File: config.mk
export PLATFORM = sky130hd
export DESIGN_NAME = fetch_unit
export DESIGN_NICKNAME = d
export VERILOG_FILES = /design/src/rtl/fetch_unit.sv
export SDC_FILE = /design/constraint.sdc
export NUM_CORES = 1
export LEC_CHECK = 0
export CAP_MARGIN = 15
export CORE_UTILIZATION = 46
export CTS_BUF_LIST = sky130_fd_sc_hd__clkbuf_8
export CTS_CLUSTER_DIAMETER = 80
export DETAILED_ROUTE_END_ITERATION = 7
export GPL_TIMING_DRIVEN = 0
export MAX_ROUTING_LAYER = met4
export PLACE_DENSITY = 0.8
export REMOVE_ABC_BUFFERS = 1
export SYNTH_ARGS = -nofsm -noshare
export SYNTH_HDL_FRONTEND = slang
export SYNTH_SLANG_ARGS = --single-unit
File: constraint.sdc
create_clock -name CLK -period 2.2 [get_ports CLK]
set_input_delay 0.22 -clock CLK [delete_from_list [all_inputs] [get_ports CLK]]
set_output_delay 0.22 -clock CLK [all_outputs]
set_load 0.02 [all_outputs]
File: src/rtl/fetch_unit.sv
// fetch_unit: PC/IR fetch stage with one outstanding IMEM read, timeout and halt.
// Ports: CLK/RST_F, controller FETCH/PC_*/BR_SEL, IMEM_* handshake, IR/PC/status outputs.
module fetch_unit #(
  parameter int ADDR_W  = 16,
  parameter int TIMEOUT = 16
) (
  input  logic              CLK,
  input  logic              RST_F,
  input  logic              FETCH,
  input  logic              PC_WRITE,
  input  logic              PC_SEL,
  input  logic              BR_SEL,
  input  logic              PC_RST,
  input  logic              IMEM_ACK,
  input  logic [31:0]       IMEM_DATA,
  output logic              IMEM_REQ,
  output logic [ADDR_W-1:0] IMEM_ADDR,
  output logic [3:0]        OPCODE,
  output logic [3:0]        MM,
  output logic [31:0]       IR_OUT,
  output logic [ADDR_W-1:0] PC_OUT,
  output logic              IR_VALID,
  output logic              BUSY,
  output logic              FETCH_ERR,
  output logic              HALTED
);

  localparam int CW = $clog2(TIMEOUT + 1);

  typedef enum logic [1:0] {
    IDLE,
    REQ,
    DONE
  } state_t;

  state_t            state;
  state_t            state_d;
  logic [ADDR_W-1:0] pc;
  logic [ADDR_W-1:0] pc_d;
  logic [ADDR_W-1:0] pc_upd;
  logic [ADDR_W-1:0] pc_nx;
  logic [ADDR_W-1:0] tgt;
  logic [ADDR_W-1:0] off;
  logic [ADDR_W-1:0] addr;
  logic [ADDR_W-1:0] addr_d;
  logic [31:0]       ir;
  logic [31:0]       ir_d;
  logic [CW-1:0]     cnt;
  logic [CW-1:0]     cnt_d;
  logic              err;
  logic              err_d;
  logic              halt;
  logic              halt_d;

  always_ff @(posedge CLK or negedge RST_F) begin
    if (!RST_F) state <= IDLE;
    else        state <= state_d;
  end

  always_ff @(posedge CLK or negedge RST_F) begin
    if (!RST_F) begin
      pc   <= '0;
      ir   <= '0;
      addr <= '0;
      cnt  <= '0;
      err  <= 1'b0;
      halt <= 1'b0;
    end else begin
      pc   <= pc_d;
      ir   <= ir_d;
      addr <= addr_d;
      cnt  <= cnt_d;
      err  <= err_d;
      halt <= halt_d;
    end
  end

  always_comb begin
    state_d = state;
    pc_d    = pc;
    ir_d    = ir;
    addr_d  = addr;
    cnt_d   = cnt;
    err_d   = err;
    halt_d  = halt;
    // Sign-extend IR[15:0] into the PC width.
    for (int i = 0; i < ADDR_W; i++)
      off[i] = ir[(i < 16) ? i : 15];
    tgt    = BR_SEL ? ir[ADDR_W-1:0] : pc + off;
    pc_upd = (PC_WRITE && PC_SEL) ? tgt : pc;
    pc_nx  = PC_RST ? '0 : pc_upd;
    unique case (state)
      IDLE: begin
        pc_d = pc_nx;
        if (FETCH && !halt) begin
          state_d = REQ;
          addr_d  = pc_nx;
          cnt_d   = '0;
        end
      end
      REQ: begin
        if (IMEM_ACK) begin
          ir_d    = IMEM_DATA;
          pc_d    = pc + ADDR_W'(1);
          state_d = DONE;
          if (IMEM_DATA[31:28] == 4'hF) halt_d = 1'b1;
        end else if (cnt == CW'(TIMEOUT - 1)) begin
          err_d   = 1'b1;
          state_d = IDLE;
        end else begin
          cnt_d = cnt + CW'(1);
        end
      end
      DONE: begin
        pc_d    = pc_nx;
        state_d = IDLE;
      end
      default: state_d = IDLE;
    endcase
    // Synchronous clear wins over branch load and increment.
    if (PC_RST) pc_d = '0;
  end

  assign IMEM_REQ  = (state == REQ);
  assign IMEM_ADDR = addr;
  assign IR_VALID  = (state == DONE);
  assign BUSY      = (state != IDLE);
  assign OPCODE    = ir[31:28];
  assign MM        = ir[27:24];
  assign IR_OUT    = ir;
  assign PC_OUT    = pc;
  assign FETCH_ERR = err;
  assign HALTED    = halt;

endmodule

==> flow_metrics.py, run 1 <==
metrics = {
    "clock_tree": {
        "cts.reportedPaths.clkPinSlew_ns": 0.09,
        "h-tree-depth": 3,
        "total_clock_sinks": 73,
        "cts_tree": "done",
        "cts.root.buffer_cell": "sky130_fd_sc_hd__clkbuf_8",
        "max-clock-path-buffers": 2,
        "cts_inserted_buffers": 9,
        "worst_skew_pair.late_latency_ns": 0.36,
    },
    "run_status": {
        "failed_checks": "negative setup slack",
        "outcome": "finished, violations left",
    },
    "placed_design": {
        "routabilityCongestion": 0.904,
        "placement.io_buffers": 116,
        "place_worst_setup_slack_ns": -0.596,
        "hpwlAfterDp_mm": 8.29,
    },
    "pwr": {
        "worst_ir_drop_vdd_uv": 920,
        "power_leakage_uw": 0.00255,
        "power_density_normalized_to_cell_area_mw_per_mm2": 1550,
    },
    "yosys": {
        "synth-main-ff-cell": "sky130_fd_sc_hd__dfrtp_1",
        "number_of_synthesized_register_bits": 73,
        "synth.largest_area_cell": "sky130_fd_sc_hd__dfrtp_1",
        "yosysWarnings": 0,
        "synth_enable_flop_cells": 0,
        "synth_sequential_area_ratio": 0.420,
        "synth_top_cells_by_count": "sky130_fd_sc_hd__dfrtp_1, sky130_fd_sc_hd__nor2_1, sky130_fd_sc_hd__a21oi_1, sky130_fd_sc_hd__nand2_1, sky130_fd_sc_hd__mux2_2",
        "synth_top_cells_by_area": "sky130_fd_sc_hd__dfrtp_1, sky130_fd_sc_hd__mux2_2, sky130_fd_sc_hd__ha_1, sky130_fd_sc_hd__a21oi_1, sky130_fd_sc_hd__nor2_1",
        "share_of_flip_flops_with_an_asynchronous_set_or_reset": 1.00,
        "syn-instance-count": 459,
        "synthesis.area_sq_mm": 0.00435,
        "synth_top_area_frac": 0.420,
        "average_instance_area_after_synthesis_sq_um": 9.48,
        "top_count_cell_post_synth": "sky130_fd_sc_hd__dfrtp_1",
        "post_synth_num_cell_types": 47,
    },
    "floorplanning": {
        "starting_density_of_the_core": 0.473,
        "num_io_pins": 117,
        "floorplan.die_area_sq_mm": 0.00985,
        "core_area_sq_mm": 0.00920,
        "die_width_um": 99.3,
        "die_height_um": 99.3,
        "floorplan.rows": 35,
    },
    "layout": {
        "fillCellCount": 697,
        "post_route_cells_drive_above_1_share": 0.212,
        "area_growth_syn_to_layout_pct": 43.6,
        "final_core_utilization": 0.679,
        "diode_insertion_count_for_antenna_repair": 0,
        "num-nets-final": 640,
    },
    "route": {
        "route.detailed.wl_per_inst_um": 18.1,
        "routed_via_density": 5.90,
        "detail_route.drc_violations": 0,
        "route.final.wire_length_mm": 12.6,
        "drt_pre_antenna_iters": 5,
        "antenna_violating_nets_post_route": 0,
        "dr_total_vias": 4113,
        "first_iter_violations": 327,
    },
    "sta": {
        "setup_ws_ns": -0.125,
        "hold_viol": 0,
        "setup_repair_after_global_routing_missed_its_margin": "yes",
        "tightest_slew_ns": 1.21,
        "final_max_slew_viol_count": 0,
        "maxClockFrequency_mhz": 430,
        "max-slew-margin-rel": 0.190,
        "setup_violation_total_in_the_final_timing_report": 16,
        "final.period_utilization": 1.06,
        "finalWorstPathRequiredPeriod_ns": 2.33,
        "worst_clock_skew_ns": 0.0126,
    },
    "critical_path": {
        "crit_path_end_kind": "register",
        "timing.critical_path.slowest_stage_cell": "sky130_fd_sc_hd__or4_4",
        "max_fanout_on_critical_path": 8,
        "cp_data_required_time_ns": 2.38,
        "critical_path_class": "reg2reg",
        "worstPathCellList": "ha_4 -> and3_1 -> nand2_1 -> or4_4 -> nand2_4 -> mux2i_4 -> a221oi_2",
        "crit_arrival_ns": 2.51,
        "timing.critical_path.from_type": "register",
        "slowest_delay_ns": 0.53,
    },
    "global_route": {
        "via_count_of_the_first_global_routing_pass": 4209,
        "track_usage": 0.268,
        "grt_max_degree": 65,
        "gr_overflow_total": 0,
        "grt_antenna_before_repair": 0,
        "grt_pass1_wl_mm": 20.2,
    },
    "min_path": {
        "min-delay-path-class": "in2async",
    },
    "flow_run": {
        "maxCapViolCount": 0,
    },
}
## per-layer routing
layer  part of all wire  up-vias  wire (um)  global-route usage
li1                   -     1909          -                   -
met1               0.43     1999       5440               0.341
met4              0.019        0        243               0.106
met5                  0        -          0                   -
met3              0.071       24        888              0.0555
met2               0.48      181       6020               0.419
## final timing paths
| kind | startpoint | endpoint | slack [ns] | cells after the start |
|---|---|---|---|---|
| worst max-delay path | PC_OUT[11]$_DFFE_PN0P_ | PC_OUT[15]$_DFFE_PN0P_ | -0.13 | 7 |
| worst min-delay path | RST_F | IR_OUT[20]$_DFFE_PN0P_ | 0.24 | 2 |
| worst max register to register | PC_OUT[11]$_DFFE_PN0P_ | PC_OUT[15]$_DFFE_PN0P_ | -0.13 | 7 |
| worst min register to register | FETCH_ERR$_DFFE_PN0P_ | FETCH_ERR$_DFFE_PN0P_ | 0.48 | 1 |
| max in group asynchronous | RST_F | PC_OUT[10]$_DFFE_PN0P_ | 1.38 | 3 |
| min in group CLK | IMEM_DATA[1] | IR_OUT[1]$_DFFE_PN0P_ | 0.42 | 3 |
## final cells by class
| class | count | area [sq um] | share of cell area |
|---|---|---|---|
| Clock buffer | 9 | 124 | 0.0198 |
| Clock inverter | 7 | 72.6 | 0.0116 |
| Inverter | 14 | 52.6 | 0.00841 |
| Multi-Input combinational cell | 342 | 2620 | 0.419 |
| Sequential cell | 73 | 1840 | 0.295 |
| Tap cell | 111 | 139 | 0.0222 |
| Timing Repair Buffer | 141 | 1400 | 0.224 |
## repair_timing
| item | in CTS | in global routing |
|---|---|---|
| gates resized for setup | 54 | 16 |
| endpoints found under the hold margin | 66 | 0 |
| pin swaps | 15 | 10 |
| hold buffers | 1 | 0 |
| setup endpoints to repair | 64 | 48 |
| buffers inserted | 9 | 12 |
## metrics by stage
stage	power (uW)	hold slack (ns)	cells	setup TNS (ns)	instance area [sq um]
6_report	9690	0.237	697	-0.995	6250
5_1_grt	10200	0.249	697	-2.85	6250
2_1_floorplan	5520	-0.0756	429	-2.22	4210
3_5_place_dp	7680	0.0684	658	-14.39	5560
3_3_place_gp	7510	0.443	656	-144.09	5510
4_1_cts	9400	0.223	684	-0.614	6100
## cell families (layout without fill, tap and decap cells)
logic type | Yosys count | in the layout | share of synthesized area
buf+inv | 44 | 171 | 0.0457
xor+xnor | 24 | 24 | 0.0483
flops | 73 | 73 | 0.420
compound gates | 125 | 125 | 0.191
fa+ha+maj | 19 | 19 | 0.0564
mux | 33 | 33 | 0.0842
simple gates | 141 | 141 | 0.155
## worst max-delay path: cells and delay by family (launching register included)
kind,cells,cell delay (ns)
AND/OR/NAND/NOR,4,0.97
flip-flops,1,0.49
adder cells (fa/ha/maj),1,0.36
multiplexers,1,0.24
AO/OA/AOI/OAI,1,0.09
## report_power, final
part	switching, uW	total, uW	internal, uW
combinational	2990	5910	2920
clock	551	1070	523
sequential	742	2700	1960
## layout by cell type (no fill, tap or decap), types with 6 or more instances in the layout
master / n
sky130_fd_sc_hd__clkdlybuf4s50_1: 114
sky130_fd_sc_hd__dfrtp_1: 62
sky130_fd_sc_hd__nor2_1: 43
sky130_fd_sc_hd__nand2_1: 31
sky130_fd_sc_hd__a21oi_1: 30
sky130_fd_sc_hd__mux2_2: 29
sky130_fd_sc_hd__buf_4: 22
sky130_fd_sc_hd__o21ai_0: 21
sky130_fd_sc_hd__nand3_1: 16
sky130_fd_sc_hd__inv_1: 13
sky130_fd_sc_hd__xor2_1: 12
sky130_fd_sc_hd__xnor2_1: 12
sky130_fd_sc_hd__a211oi_1: 11
sky130_fd_sc_hd__dfrtp_2: 10
sky130_fd_sc_hd__and3_1: 10
sky130_fd_sc_hd__a21o_1: 9
sky130_fd_sc_hd__ha_4: 9
sky130_fd_sc_hd__clkbuf_8: 9
sky130_fd_sc_hd__ha_1: 8
sky130_fd_sc_hd__nand4_1: 7
sky130_fd_sc_hd__o211ai_1: 6
## registers in the layout (all words and copies together) (netlist names)
name and count:
FETCH_ERR 1, cnt 5, IR_OUT 32, HALTED 1
state 2, IMEM_ADDR 16, PC_OUT 16
Note: power is estimated with default switching activity, not from simulation.
==> run 2: changes to the inputs <==
CORE_UTILIZATION = 55   (was 46)
DONT_BUFFER_PORTS = 1   (was default)
MAX_ROUTING_LAYER = default   (was met4)
PLACE_DENSITY = 0.73   (was 0.8)
==> flow_metrics.py, run 2 (same netlist as run 1, synthesis figures left out) <==
metrics = {
    "clock_tree": {
        "cts_inserted_buffers": 9,
        "cts.reportedPaths.clkPinSlew_ns": 0.08,
        "max-clock-path-buffers": 2,
        "total_clock_sinks": 73,
        "cts.root.buffer_cell": "sky130_fd_sc_hd__clkbuf_8",
        "cts_tree": "done",
        "worst_skew_pair.late_latency_ns": 0.36,
        "h-tree-depth": 3,
    },
    "sta": {
        "setup_total_negative_slack_ns": -3.99,
        "maxClockFrequency_mhz": 403,
        "setup_repair_after_global_routing_missed_its_margin": "yes",
        "setup_violation_total_in_the_final_timing_report": 44,
        "final_max_slew_viol_count": 0,
        "setup_ws_ns": -0.283,
        "hold_viol": 0,
        "worst_clock_skew_ns": 0.0133,
        "fin_worst_hold_slack_ns": 0.00118,
        "tightest_slew_ns": 1.01,
        "final.period_utilization": 1.13,
        "finalWorstPathRequiredPeriod_ns": 2.48,
        "max-slew-margin-rel": 0.327,
    },
    "route": {
        "routed_via_density": 6.37,
        "first_iter_violations": 212,
        "antenna_violating_nets_post_route": 0,
        "dr_total_vias": 3652,
        "detail_route.drc_violations": 0,
        "route.detailed.wl_per_inst_um": 20.1,
        "route.final.wire_length_mm": 11.5,
        "drt_pre_antenna_iters": 4,
    },
    "floorplanning": {
        "die_width_um": 91.0,
        "core_area_sq_mm": 0.00769,
        "floorplan.die_area_sq_mm": 0.00827,
        "die_height_um": 91.0,
        "starting_density_of_the_core": 0.566,
        "num_io_pins": 117,
        "floorplan.rows": 32,
    },
    "critical_path": {
        "timing.critical_path.from_type": "register",
        "critical_path_class": "reg2reg",
        "cp_data_required_time_ns": 2.42,
        "setup_slack_of_the_worst_register_to_register_path_ns": -0.28,
        "crit_arrival_ns": 2.70,
        "crit_path_end_kind": "register",
        "max_fanout_on_critical_path": 6,
    },
    "pwr": {
        "power_density_normalized_to_cell_area_mw_per_mm2": 1620,
        "power_leakage_uw": 0.00210,
        "worst_ir_drop_vdd_uv": 951,
    },
    "global_route": {
        "track_usage": 0.283,
        "grt_antenna_before_repair": 0,
        "gr_overflow_total": 0,
        "via_count_of_the_first_global_routing_pass": 3617,
        "grt_pass1_wl_mm": 18.2,
        "grt_max_degree": 74,
    },
    "layout": {
        "diode_insertion_count_for_antenna_repair": 0,
        "num-nets-final": 526,
        "fillCellCount": 581,
        "mostFrequentLayoutCells": "sky130_fd_sc_hd__dfrtp_1, sky130_fd_sc_hd__nor2_1, sky130_fd_sc_hd__nand2_1",
        "area_growth_syn_to_layout_pct": 18.2,
        "mostFrequentLayoutCell": "sky130_fd_sc_hd__dfrtp_1",
        "largest_reg_flops": 32,
        "post_route_cells_drive_above_1_share": 0.276,
    },
    "run_status": {
        "failed_checks": "negative setup slack",
        "outcome": "finished, violations left",
    },
    "placed_design": {
        "hpwlAfterDp_mm": 7.36,
        "placement.io_buffers": 0,
        "place_worst_setup_slack_ns": -0.791,
        "routabilityCongestion": 0.883,
    },
    "min_path": {
        "min-delay-path-class": "in2reg",
    },
    "flow_run": {
        "maxCapViolCount": 0,
    },
}
[run 2: cell types whose count changed in the layout (fill, tap and decap cells not counted), sizes merged]
cell and change:
clkinvlp +1, bufinv +1, clkinv -3, clkbuf +1, dlygate4sd3 +7, inv -1, buf -6, dlymetal6s2s -1
clkdlybuf4s50 -114
[run 2: per-stage QoR]
stage | power (uW) | instances | instance area [sq um] | utilization
finish | 8320 | 573 | 5140 | 0.669
global route | 8800 | 573 | 5140 | 0.669
CTS | 8050 | 564 | 4990 | 0.650
detailed placement | 6270 | 532 | 4360 | 0.567
global placement | 6140 | 531 | 4330 | 0.564
floorplan | 5520 | 429 | 4210 | -
[run 2: final cells by class]
cell class	count	area, sq um	share of cell area
clock buffers	10	138	0.0268
clock inverters	5	80.1	0.0156
multi-input cells	342	2620	0.509
repair buffers	27	274	0.0533
inverters	14	52.6	0.0102
flip-flops and latches	73	1850	0.360
well taps	102	128	0.0248
[run 2: worst max-delay path, stage by stage, from the launching register on]
cell and delay [ns]:
sky130_fd_sc_hd__dfrtp_2 0.52, sky130_fd_sc_hd__ha_4 0.20, sky130_fd_sc_hd__inv_2 0.04, sky130_fd_sc_hd__fa_2 0.36, sky130_fd_sc_hd__nor2b_4 0.16, sky130_fd_sc_hd__o211ai_4 0.12
sky130_fd_sc_hd__a31oi_4 0.23, sky130_fd_sc_hd__a311oi_2 0.16, sky130_fd_sc_hd__xnor2_1 0.17, sky130_fd_sc_hd__a221oi_2 0.29, sky130_fd_sc_hd__a21oi_1 0.11
[run 2: timing repair]
| item | in CTS | in global routing |
|---|---|---|
| gates cloned | 0 | 0 |
| hold buffers | 7 | 2 |
| endpoints found under the hold margin | 96 | 2 |
| gates resized for setup | 64 | 17 |
| pin swaps | 21 | 17 |
| buffers inserted | 10 | 7 |
| endpoints found under the setup margin | 61 | 49 |
[run 2: worst paths after layout]
path	start	endpoint	cells after the start
max	PC_OUT[0]$_DFFE_PN0P_	PC_OUT[12]$_DFFE_PN0P_	10
min	IMEM_DATA[28]	HALTED$_DFFE_PN0P_	2
max reg2reg	PC_OUT[0]$_DFFE_PN0P_	PC_OUT[12]$_DFFE_PN0P_	10
min reg2reg	cnt[4]$_DFFE_PN0P_	cnt[4]$_DFFE_PN0P_	2
max in group asynchronous	RST_F	PC_OUT[2]$_DFFE_PN0P_	2
min in group asynchronous	RST_F	IR_OUT[14]$_DFFE_PN0P_	2
[run 2: metal layers]
metal,up-vias,part of all wire,track usage
li1,1682,-,-
met1,1770,0.42,0.354
met2,169,0.47,0.453
met3,31,0.079,0.0729
met4,0,0.029,0.146
met5,-,0,0
[run 2: where the power goes]
part	internal [uW]	leakage, uW	switching, uW
combinational	1690	0.00110	1820
clock	661	0.000104	523
sequential	1960	0.000894	1670
